===== config.mk =====
export PLATFORM = sky130hd
export DESIGN_NAME = processor_debug_controller_flat
export DESIGN_NICKNAME = d
export VERILOG_FILES = /design/src/rtl/processor_debug_controller_pkg.sv /design/src/rtl/processor_debug_controller_if.sv /design/src/rtl/processor_debug_controller_run_counter.sv /design/src/rtl/processor_debug_controller.sv /design/src/flat_wrapper.sv
export SDC_FILE = /design/constraint.sdc
export NUM_CORES = 1
export LEC_CHECK = 0
export CAP_MARGIN = 40
export CORE_MARGIN = 2
export CORE_UTILIZATION = 40
export CTS_BUF_LIST = sky130_fd_sc_hd__clkbuf_4
export DETAILED_ROUTE_END_ITERATION = 12
export PLACE_DENSITY = 0.7
export SLEW_MARGIN = 20
export SYNTH_ARGS = -nofsm -noshare
export SYNTH_HDL_FRONTEND = slang
export SYNTH_HIERARCHICAL = 1
export SYNTH_SLANG_ARGS = --single-unit

===== constraint.sdc =====
create_clock -name clock -period 1.9 [get_ports clock]
set_input_delay 0.38 -clock clock [delete_from_list [all_inputs] [get_ports clock]]
set_output_delay 0.38 -clock clock [all_outputs]
set_load 0.005 [all_outputs]

===== src/rtl/processor_debug_controller_pkg.sv =====
// Shared op codes, controller states and limits for processor_debug_controller.
package processor_debug_pkg;

    typedef enum logic [1:0] {
        OP_STATUS      = 2'd0,
        OP_CONTINUE    = 2'd1,
        OP_READ_REG    = 2'd2,
        OP_READ_CYCLES = 2'd3
    } cmd_op_e;

    typedef enum logic [2:0] {
        IDLE,
        CONT_PULSE,
        WAIT_RUN,
        REG_SETUP,
        REG_CAPTURE,
        RESP
    } dbg_state_e;

    localparam logic [3:0]  DEBUG_REG_IP   = 4'd8;
    localparam int unsigned WAIT_RUN_GUARD = 4;

    // Register indices above the instruction pointer do not exist on the core.
    function automatic logic reg_is_readable(input logic [3:0] idx);
        return idx <= DEBUG_REG_IP;
    endfunction

endpackage


===== src/rtl/processor_debug_controller_if.sv =====
// Host command/response channel of the debug controller.
interface processor_debug_controller_if #(
    parameter int unsigned WORD_SIZE = 18
) ();
    logic                 cmd_valid;
    logic                 cmd_ready;
    logic [1:0]           cmd_op;
    logic [3:0]           cmd_reg;
    logic                 rsp_valid;
    logic                 rsp_ready;
    logic                 rsp_error;
    logic [WORD_SIZE-1:0] rsp_data;

    modport master (
        output cmd_valid, cmd_op, cmd_reg, rsp_ready,
        input  cmd_ready, rsp_valid, rsp_error, rsp_data
    );

    modport slave (
        input  cmd_valid, cmd_op, cmd_reg, rsp_ready,
        output cmd_ready, rsp_valid, rsp_error, rsp_data
    );
endinterface


===== src/rtl/processor_debug_controller_run_counter.sv =====
// Free-running count of cycles the processor spends executing (not halted).
module debug_run_counter #(
    parameter int unsigned WIDTH = 18
) (
    input  logic             clk_i,
    input  logic             rst_ni,
    input  logic             en_i,
    output logic [WIDTH-1:0] count_o
);
    logic [WIDTH-1:0] count_q;

    always_ff @(posedge clk_i or negedge rst_ni) begin
        if (!rst_ni) begin
            count_q <= '0;
        end else if (en_i) begin
            count_q <= count_q + WIDTH'(1);
        end
    end

    assign count_o = count_q;
endmodule


===== src/rtl/processor_debug_controller.sv =====
// Host-facing debug controller: status, continue, register read, run-cycle read.
// Optional run counter enabled by defining DEBUG_CTRL_CYCLE_COUNT_EN.
module processor_debug_controller
    import processor_debug_pkg::*;
#(
    parameter int unsigned WORD_SIZE = 18
) (
    input  logic                  clock,
    input  logic                  reset_n,
    processor_debug_controller_if.slave host,
    input  logic                  wait_for_continue,
    output logic                  wait_continue_execution,
    output logic                  debug_get_param,
    output logic [3:0]            debug_reg_addr,
    input  logic [WORD_SIZE-1:0]  debug_data_in,
    output logic                  halted
);
    localparam logic [1:0] WAIT_LAST = 2'(WAIT_RUN_GUARD - 1);

    dbg_state_e           state_q, state_d;
    logic [WORD_SIZE-1:0] data_q, data_d;
    logic                 err_q, err_d;
    logic [3:0]           addr_q, addr_d;
    logic [1:0]           wait_cnt_q, wait_cnt_d;
    logic                 halted_q;

`ifdef DEBUG_CTRL_CYCLE_COUNT_EN
    logic [WORD_SIZE-1:0] run_count;

    debug_run_counter #(.WIDTH(WORD_SIZE)) u_run_counter (
        .clk_i   (clock),
        .rst_ni  (reset_n),
        .en_i    (!wait_for_continue),
        .count_o (run_count)
    );
`endif

    always_ff @(posedge clock or negedge reset_n) begin
        if (!reset_n) begin
            state_q    <= IDLE;
            data_q     <= '0;
            err_q      <= 1'b0;
            addr_q     <= '0;
            wait_cnt_q <= '0;
            halted_q   <= 1'b0;
        end else begin
            state_q    <= state_d;
            data_q     <= data_d;
            err_q      <= err_d;
            addr_q     <= addr_d;
            wait_cnt_q <= wait_cnt_d;
            halted_q   <= wait_for_continue;
        end
    end

    always_comb begin
        state_d    = state_q;
        data_d     = data_q;
        err_d      = err_q;
        addr_d     = addr_q;
        wait_cnt_d = wait_cnt_q;
        case (state_q)
            IDLE: begin
                if (host.cmd_valid) begin
                    // Every rejected or immediate command answers on the next cycle.
                    state_d = RESP;
                    data_d  = '0;
                    err_d   = 1'b0;
                    case (cmd_op_e'(host.cmd_op))
                        OP_STATUS: data_d = WORD_SIZE'(halted_q);
                        OP_CONTINUE: begin
                            if (halted_q) state_d = CONT_PULSE;
                            else          err_d   = 1'b1;
                        end
                        OP_READ_REG: begin
                            if (halted_q && reg_is_readable(host.cmd_reg)) begin
                                state_d = REG_SETUP;
                                addr_d  = host.cmd_reg;
                            end else begin
                                err_d = 1'b1;
                            end
                        end
                        OP_READ_CYCLES: begin
`ifdef DEBUG_CTRL_CYCLE_COUNT_EN
                            data_d = run_count;
`else
                            err_d  = 1'b1;
`endif
                        end
                        default: err_d = 1'b1;
                    endcase
                end
            end
            CONT_PULSE: begin
                state_d    = WAIT_RUN;
                wait_cnt_d = '0;
            end
            WAIT_RUN: begin
                // A resume seen on the last guard cycle still counts as success.
                if (!wait_for_continue) begin
                    state_d = RESP;
                    err_d   = 1'b0;
                end else if (wait_cnt_q == WAIT_LAST) begin
                    state_d = RESP;
                    err_d   = 1'b1;
                end else begin
                    wait_cnt_d = wait_cnt_q + 2'd1;
                end
            end
            REG_SETUP: state_d = REG_CAPTURE;
            REG_CAPTURE: begin
                state_d = RESP;
                data_d  = debug_data_in;
                err_d   = 1'b0;
            end
            RESP: begin
                if (host.rsp_ready) state_d = IDLE;
            end
            default: state_d = IDLE;
        endcase
    end

    always_comb begin
        host.cmd_ready          = (state_q == IDLE) && reset_n;
        host.rsp_valid          = (state_q == RESP);
        host.rsp_data           = (state_q == RESP) ? data_q : '0;
        host.rsp_error          = (state_q == RESP) && err_q;
        wait_continue_execution = (state_q == CONT_PULSE);
        debug_get_param         = (state_q == REG_SETUP) || (state_q == REG_CAPTURE);
        debug_reg_addr          = debug_get_param ? addr_q : '0;
        halted                  = halted_q;
    end

endmodule

===== src/flat_wrapper.sv =====
// flat-port wrapper written by rule: the top's interface ports become plain ports
module processor_debug_controller_flat import processor_debug_pkg::*;
#(
    parameter int unsigned WORD_SIZE = 18
)
  (clock, reset_n, wait_for_continue, wait_continue_execution, debug_get_param, debug_reg_addr, debug_data_in, halted, host_cmd_valid, host_cmd_op, host_cmd_reg, host_rsp_ready, host_cmd_ready, host_rsp_valid, host_rsp_error, host_rsp_data);
  processor_debug_controller_if #(.WORD_SIZE(WORD_SIZE)) host_i ();
  input  logic clock;
  input  logic reset_n;
  input  logic wait_for_continue;
  output logic wait_continue_execution;
  output logic debug_get_param;
  output logic [3:0] debug_reg_addr;
  input  logic [WORD_SIZE-1:0] debug_data_in;
  output logic halted;
  input wire logic [$bits(host_i.cmd_valid)-1:0] host_cmd_valid;
  input wire logic [$bits(host_i.cmd_op)-1:0] host_cmd_op;
  input wire logic [$bits(host_i.cmd_reg)-1:0] host_cmd_reg;
  input wire logic [$bits(host_i.rsp_ready)-1:0] host_rsp_ready;
  output wire logic [$bits(host_i.cmd_ready)-1:0] host_cmd_ready;
  output wire logic [$bits(host_i.rsp_valid)-1:0] host_rsp_valid;
  output wire logic [$bits(host_i.rsp_error)-1:0] host_rsp_error;
  output wire logic [$bits(host_i.rsp_data)-1:0] host_rsp_data;
  assign host_i.cmd_valid = host_cmd_valid;
  assign host_i.cmd_op = host_cmd_op;
  assign host_i.cmd_reg = host_cmd_reg;
  assign host_i.rsp_ready = host_rsp_ready;
  assign host_cmd_ready = host_i.cmd_ready;
  assign host_rsp_valid = host_i.rsp_valid;
  assign host_rsp_error = host_i.rsp_error;
  assign host_rsp_data = host_i.rsp_data;
  processor_debug_controller #(.WORD_SIZE(WORD_SIZE)) u_core (.clock(clock), .reset_n(reset_n), .host(host_i), .wait_for_continue(wait_for_continue), .wait_continue_execution(wait_continue_execution), .debug_get_param(debug_get_param), .debug_reg_addr(debug_reg_addr), .debug_data_in(debug_data_in), .halted(halted));
endmodule

==> metrics <==
Slew Viols, Final 0; syn_area_per_cell 11.1 um2; Final TNS setup -1.37 ns; worst slack, placed -0.263 ns; Final nets 266; count of cell types in the netlist 40; count of antenna-violating nets left after detailed routing 0; Routed WL 4750 um; status finished, violations left; first-pass GRT wire length 7450 um; Clock Skew 0.00628 ns; Post-Synth XOR/XNOR Area 0%; LEAKAGE 1.26 nW; Cell Area, Synth 0.00157 mm2; CP Max Fanout 4; Crit Path Class reg -> out; HP Class in -> async; Worst EP required 1.52 ns; Synth Area in Adders 4.78%; DR WL/cell 16.9 um; Detailed Routing Iterations Pass 1 5; Via density 5.38; total power 3.46 mW; most common cell after layout, fill and taps aside buf_6; register area 727 um2; post-synthesis mux area share 2.87%; Final Hold Fails 0; footprint of the multi-input gates 877 um2; Filler Cell Count 259; htree depth 2; Final Cycle Share 107%; CP Data Arrival Time 1.65 ns; routability congestion estimate 0.841; Seq/Total Area, Yosys 46.2%; setup ws final -0.134 ns; total track usage 22.9%; CTS Buf Count 5; Worst Setup End Kind output pin; DR vias 1506; layout cell share with drive strength beyond 1 46.1%; antenna violations before repair 0; number of cell rows 22; synthesized-area fraction occupied by and/or/nand/nor cells 20.8%; clk_lat worst skew 0.32 ns; Synth Register Bits 29; clk buf depth 2; chip width 66.7 um; CP Launch Type flop; TritonCTS clock tree done; pin count of the biggest net entering global routing 30; measured slew at the worst slew-check pin 0.463 ns; drt first-iter violations 78; largest family of logic cells by synthesized area simple AND/OR/NAND/NOR gates; compound-gate portion of the synthesized area 20.3%; dpl hpwl 2990 um; vias in the first global route 1531; commonest cells after routing, fill and taps aside buf_6, clkdlybuf4s50_1, dfrtp_1; Final setup viols 22; post-synth net total 177; Synth Warn # 6; Initial Utilization 42.3%; max cap viols 0; hold_buf cts 0; ANT cells 0; RSZ-0062 raised after global routing true; clock root buffer clkbuf_4; Tmin final 2.03 ns; Slew headroom 68.3%; Max Fclk 492 MHz; Clock Sinks 29; worst vdd ir 636 uV; Hold WS 0.510 ns; Synth Instances 142; IO Pins 57; failing checks setup timing; die area 0.00444 mm2; area growth from synthesis to layout 68.8%; Core Box Area 0.00372 mm2; pwr/cell area 1310 mW/mm2; Die H 66.7 um; remaining global-route overflow 0; Remaining DRCs 0; clk slew on worst S/H paths 0.09 ns; I/O Buffers 56
==> flip-flops by register name (all words and copies together), names as in the netlist <==
register           flops
u_core/addr_q          4
u_core/state_q         3
u_core/halted          1
u_core/wait_cnt_q      2
u_core/err_q           1
u_core/data_q         18
==> synthesized netlist by cell type <==
cell type | instances | area share [%]
or3b_1 | 1 | 0.56
a2111oi_0 | 1 | 0.56
nand4_2 | 1 | 0.80
o32a_1 | 1 | 0.64
a41oi_1 | 1 | 0.56
nor4b_1 | 1 | 0.56
nand2_2 | 1 | 0.40
o21bai_1 | 2 | 0.96
or3_1 | 1 | 0.40
or3b_2 | 1 | 0.56
buf_6 | 1 | 0.72
a221oi_1 | 4 | 2.2
a22o_1 | 17 | 9.5
nand3b_1 | 2 | 0.96
nor4b_4 | 1 | 1.5
a21o_1 | 1 | 0.48
buf_2 | 3 | 0.96
mux2_2 | 4 | 2.9
a211oi_1 | 1 | 0.48
inv_1 | 6 | 1.4
nand2b_1 | 4 | 1.6
nor3b_1 | 4 | 1.9
nor3_1 | 1 | 0.32
clkbuf_1 | 4 | 0.96
ha_1 | 6 | 4.8
dfrtp_1 | 29 | 46
or2_2 | 1 | 0.40
buf_4 | 2 | 0.96
nand4_1 | 1 | 0.40
o21ai_0 | 1 | 0.32
nand2_1 | 1 | 0.24
nor2_1 | 1 | 0.24
nor2b_1 | 2 | 0.80
and2_1 | 23 | 9.2
o2bb2ai_1 | 1 | 0.56
o31a_1 | 1 | 0.56
a21oi_1 | 5 | 1.6
o31ai_1 | 1 | 0.48
o22ai_1 | 2 | 0.80
a221o_1 | 1 | 0.64
==> per-layer routing <==
layer / vias to the layer above / share of wire (%) / global-route usage (%)
met5: - / 0 / 0
li1: 696 / - / -
met3: 6 / 5.4 / 5.91
met1: 750 / 41 / 29.6
met2: 54 / 52 / 37.3
met4: 0 / 1.4 / 7.40
==> cells by family (layout without fill, tap and decap cells) <==
logic type,count (synthesis),in the layout
buf+inv,16,106
flops,29,29
simple gates,47,47
compound gates,40,40
mux,4,4
fa+ha+maj,6,6
==> critical path, stage by stage, from the launching register on <==
cell     delay (ns)
dfrtp_2        0.44
nor3b_4        0.30
buf_2          0.19
buf_6          0.10
buf_6          0.09
and2_4         0.13
buf_6          0.09
==> power by group <==
group	switching (mW)	total [mW]	internal, mW	leakage (nW)
registers	0.151	1.01	0.864	0.372
clock network	0.212	0.500	0.288	0.0433
logic	0.860	1.95	1.09	0.849
total	1.22	3.46	2.24	1.26
==> through the flow <==
step | utilization, % | instance area (um2) | std cells
2_1_floorplan | - | 1570 | 142
3_3_place_gp | 61.0 | 2270 | 253
3_5_place_dp | 61.0 | 2270 | 253
4_1_cts | 68.1 | 2530 | 280
5_1_grt | 71.3 | 2650 | 280
6_report | 71.3 | 2650 | 280
==> final timing paths <==
path                                         from           endpoint  slack, ns  depth (start not counted)
worst max-delay path            u_core/state_q[1]   host_rsp_data[8]      -0.13                          6
worst min-delay path                      reset_n      u_core/halted       0.51                          2
worst max register to register  u_core/state_q[0]   u_core/addr_q[3]       0.09                          6
worst min register to register   u_core/data_q[7]   u_core/data_q[7]       0.51                          1
max in group asynchronous                 reset_n  u_core/state_q[1]       1.10                          2
min in group clock               u_core/data_q[7]   u_core/data_q[7]       0.51                          1
==> final cells by class <==
cell class / instances / share of cell area, %
timing repair buffer: 92 / 33.4
multi-input combinational: 97 / 33.1
sequential: 29 / 27.4
tap: 48 / 2.27
clock buffer: 6 / 1.70
clock inverter: 2 / 1.27
inverter: 6 / 0.850
==> timing repair <==
action | 4_1_cts | 5_1_grt
cloned | 3 | 0
pin swaps | 17 | 10
setup buffers | 16 | 3
resized for setup | 144 | 37
endpoints found under the setup margin | 27 | 44
Note: power is estimated with default switching activity, not from simulation.
